--- config.mk ---
export PLATFORM = sky130hd
export DESIGN_NAME = pwm_ramp_sequencer
export DESIGN_NICKNAME = d
export VERILOG_FILES = /design/src/rtl/pwm_ramp_pkg.sv /design/src/rtl/pwm_ramp_prescaler.sv /design/src/rtl/pwm_ramp_sequencer.sv
export SDC_FILE = /design/constraint.sdc
export NUM_CORES = 1
export LEC_CHECK = 0
export ABC_CLOCK_PERIOD_IN_PS = 3840
export BUFFER_PORTS_ARGS = -buffer_cell sky130_fd_sc_hd__buf_4
export CORE_MARGIN = 2
export CORE_UTILIZATION = 35
export DETAILED_ROUTE_END_ITERATION = 10
export GPL_ROUTABILITY_DRIVEN = 0
export PLACE_DENSITY_LB_ADDON = 0.25
export SYNTH_ARGS = -nofsm -noshare
export SYNTH_HDL_FRONTEND = slang
export SYNTH_SLANG_ARGS = --single-unit
--- constraint.sdc ---
create_clock -name clk -period 3.84 [get_ports clk]
set_clock_uncertainty 0.15 [all_clocks]
set_input_delay 0.768 -clock clk [delete_from_list [all_inputs] [get_ports clk]]
set_output_delay 0.768 -clock clk [all_outputs]
set_load 0.1 [all_outputs]
--- src/rtl/pwm_ramp_pkg.sv ---
// Shared types and widths for the PWM duty ramp sequencer.
package pwm_ramp_pkg;

  localparam int unsigned DUTY_W = 8;
  localparam int unsigned STEP_W = 4;
  localparam int unsigned RATE_W = 8;
  localparam int unsigned ACC_W  = DUTY_W + 1;

  typedef enum logic [1:0] {
    IDLE      = 2'd0,
    RAMP_UP   = 2'd1,
    RAMP_DOWN = 2'd2,
    HOLD      = 2'd3
  } ramp_state_e;

  typedef struct packed {
    logic [DUTY_W-1:0] target;
    logic [STEP_W-1:0] step;
    logic [RATE_W-1:0] rate;
  } ramp_cfg_t;

  // A zero step would stall the ramp forever, so it is promoted to one.
  function automatic logic [STEP_W-1:0] eff_step(input logic [STEP_W-1:0] s);
    return (s == '0) ? STEP_W'(1) : s;
  endfunction

endpackage

--- src/rtl/pwm_ramp_prescaler.sv ---
// Tick generator: counts 0..rate and emits a one-cycle tick on the last count.
module pwm_ramp_prescaler #(
  parameter int unsigned PRESCALE_W = 16
) (
  input  logic                  clk,
  input  logic                  rst_n,
  input  logic                  enable,
  input  logic                  clear,
  input  logic [PRESCALE_W-1:0] rate,
  output logic                  tick
);

  logic [PRESCALE_W-1:0] count_q, count_d;

  // Next count; disabled parks at zero, clear restarts the interval and drops the tick.
  always_comb begin
    count_d = count_q;
    tick    = 1'b0;
    if (!enable || clear) begin
      count_d = '0;
    end else if (count_q == rate) begin
      tick    = 1'b1;
      count_d = '0;
    end else begin
      count_d = count_q + PRESCALE_W'(1);
    end
  end

  // Count register.
  always_ff @(posedge clk or negedge rst_n) begin
    if (!rst_n) count_q <= '0;
    else        count_q <= count_d;
  end

endmodule

--- src/rtl/pwm_ramp_sequencer.sv ---
// Ramps the PWM duty toward a configured target, one step per prescaler tick.
// Optional sticky done interrupt: define PWM_RAMP_IRQ_EN.
module pwm_ramp_sequencer
  import pwm_ramp_pkg::*;
#(
  parameter int unsigned       PRESCALE_W = 16,
  parameter logic [DUTY_W-1:0] RESET_DUTY = 8'h00
) (
  input  logic              clk,
  input  logic              rst_n,
  input  logic              enable,
  input  logic              cfg_valid,
  input  logic [DUTY_W-1:0] cfg_target,
  input  logic [STEP_W-1:0] cfg_step,
  input  logic [RATE_W-1:0] cfg_rate,
  output logic [DUTY_W-1:0] duty_out,
  output logic              busy,
  output logic              done
`ifdef PWM_RAMP_IRQ_EN
  ,
  input  logic              irq_clr,
  output logic              irq
`endif
);

  ramp_state_e       state_q, state_d;
  ramp_cfg_t         cfg_q, cfg_d;
  logic [DUTY_W-1:0] duty_q, duty_d;
  logic              pending_q, pending_d;
  logic              done_q, done_d;
  logic              tick;
  logic [DUTY_W-1:0] eval_target;
  logic [ACC_W-1:0]  diff_up, diff_dn, step_acc;

  // A config that arrived while disabled is evaluated on the first enabled cycle.
  assign eval_target = cfg_valid ? cfg_target : cfg_q.target;
  assign diff_up     = ACC_W'(cfg_q.target) - ACC_W'(duty_q);
  assign diff_dn     = ACC_W'(duty_q) - ACC_W'(cfg_q.target);
  assign step_acc    = ACC_W'(cfg_q.step);

  pwm_ramp_prescaler #(
    .PRESCALE_W (PRESCALE_W)
  ) u_prescaler (
    .clk    (clk),
    .rst_n  (rst_n),
    .enable (enable),
    .clear  (cfg_valid | pending_q),
    .rate   (PRESCALE_W'(cfg_q.rate)),
    .tick   (tick)
  );

  // Next-state, duty and done; new config beats a same-cycle tick.
  always_comb begin
    state_d   = state_q;
    cfg_d     = cfg_q;
    duty_d    = duty_q;
    pending_d = pending_q;
    done_d    = 1'b0;
    if (cfg_valid) begin
      cfg_d.target = cfg_target;
      cfg_d.step   = eff_step(cfg_step);
      cfg_d.rate   = cfg_rate;
    end
    if (enable) begin
      if (cfg_valid || pending_q) begin
        pending_d = 1'b0;
        if (eval_target > duty_q) begin
          state_d = RAMP_UP;
        end else if (eval_target < duty_q) begin
          state_d = RAMP_DOWN;
        end else begin
          state_d = HOLD;
          done_d  = 1'b1;
        end
      end else if (tick) begin
        unique case (state_q)
          RAMP_UP: begin
            if (diff_up <= step_acc) begin
              duty_d  = cfg_q.target;
              state_d = HOLD;
              done_d  = 1'b1;
            end else begin
              duty_d = DUTY_W'(ACC_W'(duty_q) + step_acc);
            end
          end
          RAMP_DOWN: begin
            if (diff_dn <= step_acc) begin
              duty_d  = cfg_q.target;
              state_d = HOLD;
              done_d  = 1'b1;
            end else begin
              duty_d = DUTY_W'(ACC_W'(duty_q) - step_acc);
            end
          end
          default: ;
        endcase
      end
    end else if (cfg_valid) begin
      pending_d = 1'b1;
    end
  end

  // State register.
  always_ff @(posedge clk or negedge rst_n) begin
    if (!rst_n) state_q <= IDLE;
    else        state_q <= state_d;
  end

  // Datapath registers.
  always_ff @(posedge clk or negedge rst_n) begin
    if (!rst_n) begin
      cfg_q     <= '{target: RESET_DUTY, step: STEP_W'(1), rate: '0};
      duty_q    <= RESET_DUTY;
      pending_q <= 1'b0;
      done_q    <= 1'b0;
    end else begin
      cfg_q     <= cfg_d;
      duty_q    <= duty_d;
      pending_q <= pending_d;
      done_q    <= done_d;
    end
  end

  assign duty_out = duty_q;
  assign done     = done_q;
  assign busy     = (state_q == RAMP_UP) || (state_q == RAMP_DOWN);

`ifdef PWM_RAMP_IRQ_EN
  logic irq_q, irq_d;

  // Sticky flag: a done pulse overrides a same-cycle clear.
  always_comb begin
    irq_d = done_q | (irq_q & ~irq_clr);
  end

  // Interrupt flag register.
  always_ff @(posedge clk or negedge rst_n) begin
    if (!rst_n) irq_q <= 1'b0;
    else        irq_q <= irq_d;
  end

  assign irq = irq_q;
`endif

endmodule

Yosys cells after proc, flatten, opt, wreduce, memory -nomap -nowiden

Cells that the tools add are included.

Output and inout port bits: 10
Register bits: 48
Word-level logic and storage cells: 64

Bitwise gates (word level): 2
$add $sub $neg: 5
Order comparisons: 4
Mux-type cells: 27
Reduce and logical (&&, ||, !) cells: 12
Equality and inequality tests: 6

Operator list:

| cell                  | count |
|---|---|
| $mux 16               | 2 |
| $mux 8                | 3 |
| $le 9x4->1            | 2 |
| $sub 8x8->9           | 2 |
| $add 16x1->16 const B | 1 |
| $eq 16x8->1           | 1 |
| $pmux 8 s2            | 1 |
| $mux 1                | 13 |
| $mux 2                | 5 |
| $add 8x4->8           | 1 |
| $gt 8x8->1            | 1 |
| $lt 8x8->1            | 1 |
| $sub 8x4->8           | 1 |
| $ne 3x3->1 const B    | 2 |
| $reduce_bool 2->1     | 3 |
| $reduce_and 5->1      | 1 |
| $logic_not 4->1       | 1 |
| $mux 4                | 1 |
| $pmux 2 s2            | 1 |
| $reduce_and 4->1      | 1 |
| $logic_or 1x1->1      | 3 |
| $reduce_bool 3->1     | 1 |
| $eq 2x1->1 const B    | 1 |
| $eq 2x2->1 const B    | 1 |
| other kinds (6)       | 6 |

Longest topological paths before layout

Gate-level depths: netlist (run 1).

Depth in word-level cells: 7
Depth in mapped cells: 15

Modules after synthesis

A second synthesis (run 1) with hierarchy kept.

Cell total of the unflattened synthesis: 464
Area, all modules: 4098.9 um2

Modules (own cells, without submodules):

| module             | area an instance (um2) | instances | cells an instance |
|---|---|---|---|
| pwm_ramp_sequencer | 3066.7                 | 1         | 358 |
| pwm_ramp_prescaler | 1032.2                 | 1         | 106 |

Worst setup path after synthesis (run 1)

Ideal clock, no wire load.

Kind: register -> register
Start point: register duty_q[1], in the netlist duty_out[1]
End point: register duty_q[2], in the netlist duty_out[2]
Cell stages (with the launch flop): 13
Arrival time: 4.032 ns
Data required time: 3.594 ns
Library setup time: 0.096 ns
Path buffers: 0
Setup slack: -0.438 ns
Period minus slack after synthesis: 4.278 ns
Path through: dfrtp_1 inv_1 ha_1 a21o_1 a21oi_1 xnor2_1 ha_1 a21oi_1 o21ai_0 a2111oi_4 a31oi_4 a221o_1 a311oi_2

Longest elaborated chain between the ends: 4

RTL lines:

| element                               | line                                               | text |
|---|---|---|
| start: declaration                    | pwm_ramp_sequencer.sv:28                           | `logic [DUTY_W-1:0] duty_q, duty_d;` |
| start signal: assignment              | pwm_ramp_sequencer.sv:118                          | `duty_q <= duty_d;` |
| $sub 8x8->9, on equally long branches | pwm_ramp_sequencer.sv:38, pwm_ramp_sequencer.sv:37 |  |
| $le 9x4->1, on equally long branches  | pwm_ramp_sequencer.sv:87, pwm_ramp_sequencer.sv:78 |  |
| $mux 8, on equally long branches      | pwm_ramp_sequencer.sv:87, pwm_ramp_sequencer.sv:78 |  |
| $pmux 8 s2 (*)                        | pwm_ramp_sequencer.sv:76                           | `unique case (state_q)` |

Every way passes the cells marked *; elsewhere a longest branch is shown, timed or not.
A chain may end at the register's enable or synchronous reset.

Final worst setup path (run 1)

Ends and elaborated chain as after synthesis.

==> results of run 1 <==
final cells by class:
class / count / area, um^2 / share of cell area, %
clock inverters: 3 / 46.29 / 1.053
flip-flops and latches: 48 / 1209 / 27.49
clock buffers: 5 / 68.82 / 1.565
multi-input cells: 326 / 2455 / 55.83
well taps: 140 / 175.2 / 3.984
repair buffers: 37 / 277.8 / 6.318
inverters: 44 / 165.2 / 3.756
report_power, final:
group          internal (mW)  switching, mW  leakage (nW)
Combinational          0.204          0.333          1.38
Clock                  0.197          0.194        0.0548
Sequential             0.535         0.0289         0.588
synthesized netlist by cell type (3+ instances only):
library cell,instances
o21ai_0,25
a221oi_1,3
a21oi_1,23
a31oi_1,4
nand4_1,6
inv_1,44
nor3_1,8
o21a_1,8
o211ai_1,3
o22ai_1,3
nor2b_1,5
buf_6,4
a221o_1,4
xnor2_1,9
a21o_1,7
xor2_1,16
fa_1,4
nand4_2,3
or3_1,5
dfrtp_1,47
a211o_1,7
nand2b_1,3
nand2_1,24
a311oi_1,4
nand3_1,18
and3_1,6
a211oi_1,3
nor2_1,35
mux2_2,8
ha_1,42
clkbuf_1,10
worst max-delay path, cell delays in order (launching register included):
cell and delay [ns]:
dfrtp_4 0.51, inv_1 0.10, ha_1 0.24, a21o_1 0.18, a21oi_1 0.18, xnor2_1 0.15, ha_1 0.28, a21oi_1 0.14
o21ai_0 0.16, a2111oi_4 0.53, a31oi_4 0.25, a221o_1 0.41, a311oi_2 0.25
placed cells by master (no fill, tap or decap), types with 3 or more instances in the layout:
cell type,netlist,routed
fa_1,4,4
xnor2_1,9,9
a21o_1,7,7
a31oi_1,4,4
nand4_2,3,3
nand2_1,24,24
xor2_1,16,16
a21oi_1,23,23
a221o_1,4,4
mux2_2,8,8
ha_1,42,42
and3_1,6,6
a221oi_1,3,3
nor2b_1,5,5
nor2_1,35,35
nand2b_1,3,3
a211o_1,7,7
a211oi_1,3,3
buf_4,2,37
clkbuf_8,0,5
or3_1,5,5
o22ai_1,3,3
nand3_1,18,18
o21ai_0,25,25
a311oi_1,4,4
o21a_1,8,8
nand4_1,6,6
nor3_1,8,8
o211ai_1,3,3
inv_1,44,44
dfrtp_1,47,44
flip-flops by register name (all words and copies together), names as in the netlist:
signal and count:
duty_out 8, pending_q 1, state_q 2, cfg_q 20, done 1, u_prescaler.count_q 16
cell families (layout without fill, tap and decap cells):
family,count (synthesis),count (layout),share of synthesized area (%)
AO/OA/AOI/OAI,117,117,21.80
XOR/XNOR,25,25,5.579
adder cells (fa/ha/maj),46,46,15.43
buffers and inverters,61,89,6.822
flip-flops,48,48,30.63
multiplexers,9,9,2.646
AND/OR/NAND/NOR,129,129,17.09
per-stage QoR:
step,instances,setup WS (ns)
final,603,0.2152
after detailed placement,595,0.2526
after global placement,595,0.3473
after global routing,603,0.009892
after floorplan,435,0.01779
after CTS,603,0.2328
layer usage:
metal | vias to the layer above | wire (um) | track usage [%]
met3 | 4 | 393 | 2.193
li1 | 1603 | - | -
met4 | 0 | 60 | 3.797
met1 | 1600 | 4496 | 23.31
met5 | - | 0 | 0
met2 | 67 | 4788 | 29.01
final timing paths:
path,slack (ns),end,depth (start not counted)
worst min register to register,0.38,cfg_q[8],2
worst max register to register,0.22,duty_out[2],12
worst max-delay path,0.22,duty_out[2],12
worst min-delay path,0.32,u_prescaler.count_q[10],1
min in group clk,0.38,cfg_q[8],2
max in group asynchronous,2.74,duty_out[1],1
==> flow_summary.json, run 1 <==
{
  "status": "finished, final reports clean",
  "start_kind": "flip-flop",
  "dr.pass1.iters": 4,
  "htree_levels": 2,
  "synth_top_area_share_pct": 29.96,
  "path_class": "flip-flop to flip-flop",
  "cts.sinks": 48,
  "n_fill_cell": 1115,
  "syn_area_um2": 3925,
  "ys_warn_count": 0,
  "cp-end-kind": "flip-flop",
  "whs_ns": 0.3166,
  "power_density_nw_per_um2": 339.4,
  "vias": 3274,
  "leakage_nw": 2.025,
  "die_x_um": 109.9,
  "wirelength_um": 9738,
  "ant_nets": 0,
  "nets": 532,
  "routedWlPerCell_um": 16.15,
  "path_clk_slew_ns": 0.10,
  "die_area_um2": 12080,
  "postPlaceCellArea_um2": 4282,
  "synth_area_leaders": "dfrtp_1 (30%), ha_1 (13%), inv_1 (4.2%)",
  "coreArea_um2": 10890,
  "required_ns": 3.91,
  "worstPathArrival_ns": 3.70,
  "area_growth_pct": 12.02,
  "final_core_util_pct": 40.38,
  "synth_top_area_cell": "dfrtp_1",
  "start_util_pct": 36.05,
  "cts_buffer_depth": 2,
  "grt_pass1_wl_um": 16060,
  "synth_flop_cell": "dfrtp_1",
  "slew_viol_final": 0,
  "cts_buffers": 5,
  "finalCritPeriodShare_pct": 94.39,
  "grt_use_total_pct": 17.15,
  "synth_edf_count": 0,
  "postCtsSetupRepairBufs": 0,
  "crit_fanout": 9,
  "ys_types": 65,
  "setup_viol": 0,
  "tritoncts": "built",
  "drc": 0,
  "ios": 34,
  "synthCells": 435,
  "layout-drive-gt1-share_pct": 15.77,
  "r2r_start": "duty_out[1]",
  "fin_crit_ns": 3.625,
  "rsz0062_at_grt": "no",
  "place_hpwl_um": 7485,
  "syn_nets": 505,
  "port_buffers": 33,
  "slew_headroom_pct": 57.74,
  "cts-root-buf": "clkbuf_8",
  "cts_resized": 0,
  "grt_pass1_vias": 3197,
  "vdd.ir_drop.worst_uv": 205.6,
  "ys_async_sr_fraction_pct": 100.0,
  "cts_hold_buffers": 0,
  "crit_start": "duty_out[1]",
  "clock_latency_ns": 0.31,
  "synth.avg_cell_area_um2": 9.023,
  "worstMarginPinSlew_ns": 0.6340,
  "grt_max_degree": 49,
  "rows": 38,
  "antenna_found_initial": 0,
  "fin_area_um2": 4397,
  "max_freq_ghz": 0.2759,
  "antenna_cells": 0,
  "hold_path_class": "input port to async pin",
  "total_power_mw": 1.492,
  "ys_ff_latch": 48,
  "grt_overflow": 0,
  "finalHoldViolCount": 0,
  "drt_iter0_markers": 170,
  "die_h_um": 109.9,
  "vias_per_cell": 5.430,
  "maxCapViolCount": 0,
  "setup_tns_ns": 0,
  "seq_area_frac_synth_pct": 30.63
}
No activity file was read; power rests on OpenSTA's default activity.
==> inputs of run 2 (changes only) <==
ABC_AREA = 1   (was not set)
ABC_CLOCK_PERIOD_IN_PS = 4000   (was 3840)
clock period = 4 ns   (was 3.84 ns; I/O delays follow)
==> run 2 against run 1 <==
  * First-iteration DRC count grew 32%
  * Total power grew 18%
  * Wire length grew 12%
  * Combinational power grew 22%
  * Critical path type unchanged
  * Largest power group is now combinational cells
==> flow_summary.json, run 2 <==
{
  "synthCells": 595,
  "routed-wl-met2_um": 5243,
  "synth_common_cells": "nand2_1 (183), inv_1 (83), nand3_1 (63)",
  "yosysMostFrequentCell": "nand2_1",
  "syn_area_um2": 4223,
  "largest_reg_flops": 20,
  "die_h_um": 113.8,
  "nets": 697,
  "finalHoldViolCount": 0,
  "path_buf_inv": 1,
  "cp-end-kind": "flip-flop",
  "grt_overflow": 0,
  "ys_warn_count": 0,
  "layout-drive-gt1-share_pct": 12.58,
  "synth_top_area_cell": "dfrtp_1",
  "setup_tns_ns": 0,
  "top_layer_used": "met4",
  "whs_ns": 0.3431,
  "dpl.cell_count": 767,
  "layout_commonest_cell": "nand2_1",
  "port_buffers": 33,
  "postPlaceCellArea_um2": 4611,
  "crit_path_top_delay_cell": "dfrtp_1",
  "leakage_nw": 2.519,
  "worstPathArrival_ns": 3.45,
  "power_density_nw_per_um2": 367.9,
  "setup_slack_ns": 0.5866,
  "antenna_found_initial": 0,
  "coreArea_um2": 11910,
  "cts-root-buf": "clkbuf_16",
  "hold_path_class": "flip-flop to flip-flop",
  "seq_area_frac_synth_pct": 28.47,
  "die_x_um": 113.8,
  "die_area_um2": 12960,
  "synth.avg_cell_area_um2": 7.097,
  "wl_met1_um": 4977,
  "dr.pass1.iters": 5,
  "reg2reg_slack_ns": 0.59,
  "area_growth_pct": 13.78,
  "routedWlPerCell_um": 14.07,
  "start_kind": "flip-flop",
  "grt_max_degree": 49,
  "cts.sinks": 48,
  "cp_cell_sequence": "inv_1 -> ha_1 -> fa_1 -> xnor2_1 -> ha_1 -> a21oi_1 -> nand2_1 -> nand2_1 -> nand2_1 -> nand2_1 -> nand2_1 -> nor2_4 -> nand2_2 -> nand2_1 -> nand2_1 -> nand2_1 -> nand2_1 -> nand2_1 -> nand2_1",
  "grt_pass1_vias": 3868,
  "vias": 3820,
  "rsz0062_at_grt": "no",
  "synth_area_leaders": "dfrtp_1 (28%), nand2_1 (16%), ha_1 (12%)",
  "setup_viol": 0,
  "start_util_pct": 35.45,
  "final_core_util_pct": 40.34,
  "vias_per_cell": 4.929,
  "worst_path_most_repeated_cell": "nand2_1",
  "status": "finished, final reports clean",
  "postCtsSetupRepairBufs": 0,
  "cts_resized": 0,
  "cts_hold_buffers": 0,
  "synth_top_area_share_pct": 27.85,
  "worstMarginPinSlew_ns": 0.6236,
  "stdcell_count": 775,
  "path_clk_slew_ns": 0.07,
  "rows": 40,
  "antenna_cells": 0,
  "syn_nets": 665,
  "slew_viol_final": 0,
  "crit_family": "simple AND/OR/NAND/NOR gates",
  "tritoncts": "built",
  "required_ns": 4.03,
  "vdd.ir_drop.worst_uv": 268.2,
  "ys_ff_latch": 48,
  "ios": 34,
  "ys_types": 38,
  "slew_headroom_pct": 58.42,
  "worst_path_largest_cell_delay_ns": 0.47,
  "layout_common_cells": "nand2_1 (183), inv_1 (83), nand3_1 (63)",
  "drc": 0,
  "pre_cts_ws_ns": 0.6708,
  "met3_length_um": 515,
  "crit_fanout": 10,
  "wirelength_um": 10900,
  "clock_latency_ns": 0.30,
  "place_hpwl_um": 8388,
  "ant_nets": 0,
  "finalCritPeriodShare_pct": 85.33,
  "grt_pass1_wl_um": 18370,
  "total_power_mw": 1.767,
  "cts_buffer_depth": 2,
  "path_class": "flip-flop to flip-flop",
  "max_freq_ghz": 0.2930,
  "synth_flop_cell": "dfrtp_1",
  "fin_area_um2": 4805,
  "synth_edf_count": 0,
  "cts_buffers": 5,
  "grt_use_total_pct": 17.78,
  "ys_async_sr_fraction_pct": 100.0,
  "htree_levels": 2,
  "fin_crit_ns": 3.413,
  "drt_iter0_markers": 225,
  "maxCapViolCount": 0,
  "largest-register": "cfg_q"
}
## run 2: worst register-to-register path, delay by kind of cell (launching register included)
family,cells,cell delay [ns]
flops,1,0.47
compound gates,1,0.13
buf+inv,1,0.11
fa+ha+maj,3,1.00
xor+xnor,1,0.15
simple gates,13,1.29
## run 2: report_power, final
group / total, mW / switching, mW / internal [mW]
registers: 0.548 / 0.0316 / 0.517
clock network: 0.564 / 0.203 / 0.361
logic: 0.655 / 0.444 / 0.211
## run 2: layout make-up
class	instances	area, um^2
Timing Repair Buffer	33	247.7
Inverter	89	335.3
Tap cell	147	183.9
Sequential cell	48	1202
Multi-Input combinational cell	450	2641
Clock inverter	3	68.82
Fill cell	1234	7107
Clock buffer	5	125.1
## run 2: final timing paths
path / start / end / depth (start not counted)
worst max-delay path: duty_out[0] / duty_out[5] / 19
worst min-delay path: u_prescaler.count_q[0] / u_prescaler.count_q[0] / 1
worst max register to register: duty_out[0] / duty_out[5] / 19
worst min register to register: u_prescaler.count_q[0] / u_prescaler.count_q[0] / 1
max in group asynchronous: rst_n / cfg_q[17] / 1
min in group asynchronous: rst_n / u_prescaler.count_q[10] / 1
## run 2: per-layer routing
layer  up-vias  track usage [%]
li1       1963                -
met1      1746            22.62
met2        95            30.90
met3        16            3.348
met4         0            4.959
met5         -                0
## run 2: logic make-up (layout without fill, tap and decap cells)
| kind of cell | count (synthesis) | in the layout | synth area share [%] |
|---|---|---|---|
| xor+xnor | 23 | 23 | 4.770 |
| buf+inv | 97 | 130 | 8.977 |
| compound gates | 56 | 56 | 7.171 |
| simple gates | 325 | 325 | 36.27 |
| fa+ha+maj | 46 | 46 | 14.34 |
| flops | 48 | 48 | 28.47 |
